File: src/rtl/if_fetch_stage.sv
// Instruction fetch stage with IF/ID pipeline register.
// Issues requests to instruction memory, buffers words across decode stalls, and follows branch redirects.
module if_fetch_stage #(
    parameter logic [31:0] RESET_PC  = 32'h0000_0000,
    parameter logic [31:0] NOP_INSTR = 32'hF000_0000
) (
    input  logic        clk,
    input  logic        rst,
    input  logic        freeze,
    input  logic        branch_taken,
    input  logic [31:0] branch_address,
    output logic        imem_req,
    output logic [31:0] imem_addr,
    input  logic [31:0] imem_rdata,
    input  logic        imem_ready,
    output logic [31:0] PC,
    output logic [31:0] instruction,
    output logic        valid
);

    typedef enum logic [1:0] {
        FETCH    = 2'd0,
        HOLD     = 2'd1,
        REDIRECT = 2'd2
    } state_t;

    state_t      state;
    logic [31:0] pc;
    logic [31:0] hold_buf;
    logic [31:0] target_buf;

    logic [31:0] pc_plus4;
    logic [31:0] branch_tgt;
    logic        accept;
    logic        word_ok;
    logic [31:0] word_pc;
    logic [31:0] word_data;

    assign imem_addr  = {pc[31:2], 2'b00};
    assign pc_plus4   = imem_addr + 32'd4;
    assign branch_tgt = {branch_address[31:2], 2'b00};
    assign accept     = imem_req && imem_ready;

    // A word is ready for decode either straight from memory or from the stall buffer;
    // in HOLD the pc has already advanced, so it equals the buffered word's address + 4.
    always_comb begin
        word_ok   = 1'b0;
        word_pc   = pc_plus4;
        word_data = imem_rdata;
        if (state == FETCH && accept) begin
            word_ok = 1'b1;
        end else if (state == HOLD) begin
            word_ok   = 1'b1;
            word_pc   = imem_addr;
            word_data = hold_buf;
        end
    end

    always_ff @(posedge clk) begin
        if (rst) begin
            state       <= FETCH;
            pc          <= RESET_PC;
            hold_buf    <= 32'd0;
            target_buf  <= 32'd0;
            imem_req    <= 1'b0;
            PC          <= 32'd0;
            instruction <= NOP_INSTR;
            valid       <= 1'b0;
        end else begin
            imem_req <= 1'b1;
            case (state)
                FETCH: begin
                    if (branch_taken) begin
                        // An outstanding request cannot be retargeted, so park the target.
                        if (imem_req && !imem_ready) begin
                            target_buf <= branch_tgt;
                            state      <= REDIRECT;
                        end else begin
                            pc <= branch_tgt;
                        end
                    end else if (accept) begin
                        pc <= pc_plus4;
                        if (freeze) begin
                            hold_buf <= imem_rdata;
                            state    <= HOLD;
                            imem_req <= 1'b0;
                        end
                    end
                end
                HOLD: begin
                    if (branch_taken) begin
                        pc    <= branch_tgt;
                        state <= FETCH;
                    end else if (!freeze) begin
                        state <= FETCH;
                    end else begin
                        imem_req <= 1'b0;
                    end
                end
                REDIRECT: begin
                    if (imem_ready) begin
                        pc    <= branch_taken ? branch_tgt : target_buf;
                        state <= FETCH;
                    end else if (branch_taken) begin
                        target_buf <= branch_tgt;
                    end
                end
                default: begin
                    state <= FETCH;
                end
            endcase

            if (branch_taken) begin
                PC          <= 32'd0;
                instruction <= NOP_INSTR;
                valid       <= 1'b0;
            end else if (!freeze) begin
                PC          <= word_ok ? word_pc : 32'd0;
                instruction <= word_ok ? word_data : NOP_INSTR;
                valid       <= word_ok;
            end
        end
    end

endmodule

File: config.mk
export PLATFORM = sky130hd
export DESIGN_NAME = if_fetch_stage
export DESIGN_NICKNAME = d
export VERILOG_FILES = /design/src/rtl/if_fetch_stage.sv
export SDC_FILE = /design/constraint.sdc
export NUM_CORES = 1
export LEC_CHECK = 0
export CAP_MARGIN = 20
export CORE_AREA = 10 10 135 137
export CTS_BUF_LIST = sky130_fd_sc_hd__clkbuf_8 sky130_fd_sc_hd__clkbuf_16
export DETAILED_ROUTE_END_ITERATION = 8
export DIE_AREA = 0 0 145 147
export PLACE_DENSITY = 0.9
export SLEW_MARGIN = 20
export SYNTH_ARGS = -nofsm -noshare
export SYNTH_HDL_FRONTEND = slang
export SYNTH_SLANG_ARGS = --single-unit
File: constraint.sdc
create_clock -name clk -period 2.87 [get_ports clk]
set_input_delay 0.574 -clock clk [delete_from_list [all_inputs] [get_ports clk]]
set_output_delay 0.574 -clock clk [all_outputs]
set_load 0.02 [all_outputs]
* After elaboration in Yosys (flattened, before gate mapping) *
Index checks and enable logic that the tools add are counted.

operators by class
  add/sub/neg operators = 1
  equal/unequal tests = 12
  muxes and demuxes = 32
  bitwise operators = 1
  reduce and logical (&&, ||, !) cells = 12

operators by type and width
  operator               number
  $mux 32                15
  $pmux 32 s3            1
  $pmux 32 s2            1
  $add 32x3->32 const B  1
  $mux 2                 7
  $ne 3x3->1 const B     4
  $reduce_and 5->1       2
  $ne 2x2->1 const B     4
  $reduce_and 4->1       2
  $mux 1                 6
  $pmux 2 s3             1
  $logic_and 1x1->1      3
  $ne 3x2->1 const B     1
  $reduce_bool 3->1      1
  $eq 2x1->1 const B     1
  $eq 2x2->1 const B     1
  $logic_not 2->1        1
  $ne 2x1->1 const B     1
  $pmux 1 s2             1
  $reduce_bool 2->1      1
  $reduce_or 2->1        1
  $logic_not 1->1        1
  $not 1->1              1

word-level totals
  register bits after elaboration = 164

* Logic depth before layout (Yosys ltp) *
  depth after elaboration = 5
  mapped depth = 10

* Worst setup path after synthesis *
Ideal clock, no wire load.

  kind = reg-to-reg
  start point = register pc[2]
  end point = register pc[28]
  setup time = 74 ps
  arrival time = 2,076 ps
  path slack = 719 ps
  cell stages (with the launch flop) = 8
  cell sequence = dfxtp_1 ha_1 and3_1 buf_2 and4_4 nand3_2 or4_1 a31oi_1

between the ends
  cells in the longest elaborated chain, start to end = 4

RTL lines
  item                      RTL line  source
  start: declaration        28        logic [31:0] pc;
  start signal: assignment  79        pc <= branch_tgt;
  start signal: assignment  82        pc <= pc_plus4;
  start signal: assignment  92        pc <= branch_tgt;
  $add 32x3->32             40        assign pc_plus4 = imem_addr + 32'd4;
  $mux 32                   81        end else if (accept) begin
  $mux 32                   73        if (branch_taken) begin
  $pmux 32 s3               71        case (state)

No other way between the ends. The select of a mux whose other input is x is not followed.
A chain may end at the register's enable or synchronous reset.

* Worst setup path in the final report *
  start point = register pc[3]
  end point = register pc[16]

Same word-level chain as after synthesis.

==> reports/summary.txt <==
type of element launching the critical path: register
fraction of final layout cells sized beyond drive strength 1: 7.78%
routed vias: 8,407
number of warning messages in the yosys log: 0
average footprint of a synthesized cell: 7.45 µm²
DRC: 0
most used flip-flop cell after synthesis: sky130_fd_sc_hd__dfxtp_1
clock skew: 0.00749 ns
register-to-register path setup slack: 0.42 ns
post-place setup slack: 0.185 ns
transition time of the tightest slew-check pin: 0.727 ns
final antenna-violating net count: 0
area overhead of the layout relative to synthesis: 30.8%
Seq/Total Area, Yosys: 40.5%
setup repair after global routing missed its margin: no
fin crit period: 2.45 ns
area of placed instances: 9660 µm²
count of nets after finishing: 1,245
data required time at the worst endpoint: 3.25 ns
count of fill cells added during filler insertion: 1,255
cell chosen for the clock root: sky130_fd_sc_hd__clkbuf_16
Detailed Route Iter0 Violations: 1,039
clock edge transition at the registers on the reported setup and hold paths: 0.06 ns
Critical R2R Capture: pc[16]
share of total power consumed by net switching: 32.0%
worst setup path class: reg -> reg
Max-slew headroom: 51.6%
Hold Path Origin: PC[21]
detailed-router iteration count before antenna repair: 7
Hold Fails Final Rpt: 0
final sum of negative setup slack: 0 ns
Num Clock Sinks: 158
LEAKAGE: 3.45 nW
netlist area before placement: 7810 µm²
number of synthesized register bits: 158
area fraction of the dominant cell type after synthesis: 40.5%
placeable core region: 15,600 µm²
fin worst setup slack: 0.416 ns
dominant cell type by area after synthesis: sky130_fd_sc_hd__dfxtp_1
CTS H-Tree Depth: 4
critical path endpoint category: register
via-per-instance ratio: 6.01
power share of the sequential group: 40.9%
hold-fix buffers at CTS: 0
die outline width: 145 µm
Post-synth EDFFs: 0
PortBufs: 160
number of CTS-inserted buffers: 17
part of the total power dissipated in the clock network: 35.8%
placement row count: 46
share of flip-flops with an asynchronous set or reset after synthesis: 0%
initial antenna violation count: 1
setup violators final: 0
global-route wire length before repair: 42,100 µm
R2R cell count: 6
classification of the worst-slack hold path: reg -> reg
count of maximum capacitance violations: 0
Worst Hold Endpoint: PC[21]
height of the chip: 147 µm
RePlAce Congestion: 0.968
status: finished clean
initial core utilization: 50.1%
maximum clock rate: 408 MHz
Cell variety after synth: 66
crit share post-route: 85.5%
number of primary I/O pins: 167
final cell count without fillers: 1,400
largest net degree at the start of global routing: 71
floorplan die area: 21,300 µm²
total grt overflow: 0
maximum number of buffers from clock root to sink: 2
pwr dens: 592 nW/µm²
peak supply drop: 507 µV
worst reg2reg startpoint: pc[3]
net switching power: 1.94 mW
number of global-route vias before repair: 8,023
Overall Global Routing Usage: 23.7%
Design Power: 6.05 mW
final standard cell area without fillers: 10,200 µm²
Post-Syn Instances: 1,049
top fanout value on the critical path: 11
post-cts gate resize count: 0
setup repair bufs after CTS: 0
number of cells after detailed placement: 1,368
data arrival time at the worst-slack endpoint: 2.83 ns
worst skew pair latency: 0.43 ns
share of power burned in combinational logic: 23.2%
Routed WL per cell: 18.8 µm
final number of max-transition violations: 0
TritonCTS clock tree: done
half-perimeter wire length after placement: 17,900 µm
internal power consumption: 4.11 mW
wire length reported by the detailed router: 26,300 µm
worst hold path cell count: 2
most area-consuming cells after synthesis: sky130_fd_sc_hd__dfxtp_1, sky130_fd_sc_hd__a21oi_1, sky130_fd_sc_hd__nand2_1
-- critical path: stages (launching register included) --
cell,delay [ns]
sky130_fd_sc_hd__dfxtp_1,0.49
sky130_fd_sc_hd__ha_1,0.28
sky130_fd_sc_hd__and3_1,0.34
sky130_fd_sc_hd__nand4_2,0.35
sky130_fd_sc_hd__or4_1,0.60
sky130_fd_sc_hd__a21oi_1,0.20
sky130_fd_sc_hd__o21a_1,0.15
-- sequential cells by signal, summed over array words and instances (netlist names) --
signal       count
hold_buf        32
instruction     32
PC              30
pc              30
target_buf      30
state            2
imem_req         1
valid            1
-- worst max path at each step --
stage,from,end,depth (start not counted)
2_1_floorplan,pc[2],pc[28],7
3_3_place_gp,branch_taken,pc[11],9
3_5_place_dp,branch_taken,pc[15],9
4_1_cts,pc[3],pc[16],6
5_1_grt,pc[3],pc[16],6
6_report,pc[3],pc[16],6
-- logic make-up after synthesis --
logic type      after synthesis  synth area share (%)
compound gates              310                  23.7
xor+xnor                     22                  2.47
fa+ha+maj                     5                 0.801
buf+inv                     113                  6.04
flops                       158                  40.5
mux                          10                  1.36
other cells                   1                0.0480
simple gates                430                  25.1
-- power by group through the flow --
stage          Sequential (mW)  Clock [mW]  Combinational [mW]
3_3_place_gp              2.51           0                1.34
4_1_cts                   2.47        2.17                1.38
2_1_floorplan             2.55           0               0.741
6_report                  2.48        2.17                1.40
3_5_place_dp              2.52           0                1.37
5_1_grt                   2.49        2.25                1.51
-- metal layers --
layer	global-route usage, %	routed length (µm)	vias up
li1	-	-	3933
met1	28.6	10400	3943
met2	39.3	12700	470
met3	7.19	2550	61
met4	8.12	634	0
met5	0	0	-
-- final cells by class --
| type | instances | area [µm²] | share of cell area (%) |
|---|---|---|---|
| Sequential cell | 158 | 3160 | 31.0 |
| Tap cell | 216 | 270 | 2.64 |
| Clock inverter | 13 | 116 | 1.14 |
| Multi-Input combinational cell | 781 | 4220 | 41.3 |
| Clock buffer | 18 | 439 | 4.30 |
| Inverter | 14 | 52.6 | 0.514 |
| Antenna cell | 1 | 2.50 | 0.0245 |
| Timing Repair Buffer | 199 | 1960 | 19.2 |
-- cell usage after synthesis (all sizes together) (2+ instances only) --
cell type,instances
or3,3
or2,2
o221a,2
nand4,11
ha,5
nor4,15
o32ai,3
o311ai,4
nand3b,2
a211o,2
o211ai,2
xor2,5
a311oi,2
mux2,5
nand2b,2
a41oi,2
a31oi,8
and3,5
a21oi,173
dfxtp,158
and2,3
and4,9
inv,13
nand3,48
xnor2,17
buf,31
a21o,3
nor2b,10
or4,6
clkbuf,68
o21ai,49
nor3b,5
nor2,67
a221o,3
a222oi,2
a22oi,11
o31a,2
nor3,23
nand2,217
a221oi,9
o21a,4
a211oi,4
o41ai,2
mux2i,5
a22o,13
-- stage by stage --
stage | utilization (%) | hold WS, ns
3_5_place_dp | 61.9 | 0.442
4_1_cts | 65.5 | 0.455
6_report | 65.5 | 0.450
3_3_place_gp | 61.9 | 0.433
5_1_grt | 65.5 | 0.476
2_1_floorplan | - | 0.434
-- layout by cell type (no fill, tap or decap), types with 14 or more instances in the layout --
cell type                         synthesis  layout
sky130_fd_sc_hd__clkdlybuf4s50_1          0     158
sky130_fd_sc_hd__a21oi_1                173     173
sky130_fd_sc_hd__dfxtp_1                158     158
sky130_fd_sc_hd__nor3_1                  23      23
sky130_fd_sc_hd__nand3_1                 47      46
sky130_fd_sc_hd__o21ai_0                 48      48
sky130_fd_sc_hd__nor2_1                  67      66
sky130_fd_sc_hd__nand2_1                217     217
sky130_fd_sc_hd__clkbuf_16                0      17
sky130_fd_sc_hd__xnor2_1                 17      17
sky130_fd_sc_hd__nor4_1                  14      14
sky130_fd_sc_hd__buf_4                    6      33
Power figures use the tool's default switching activity.
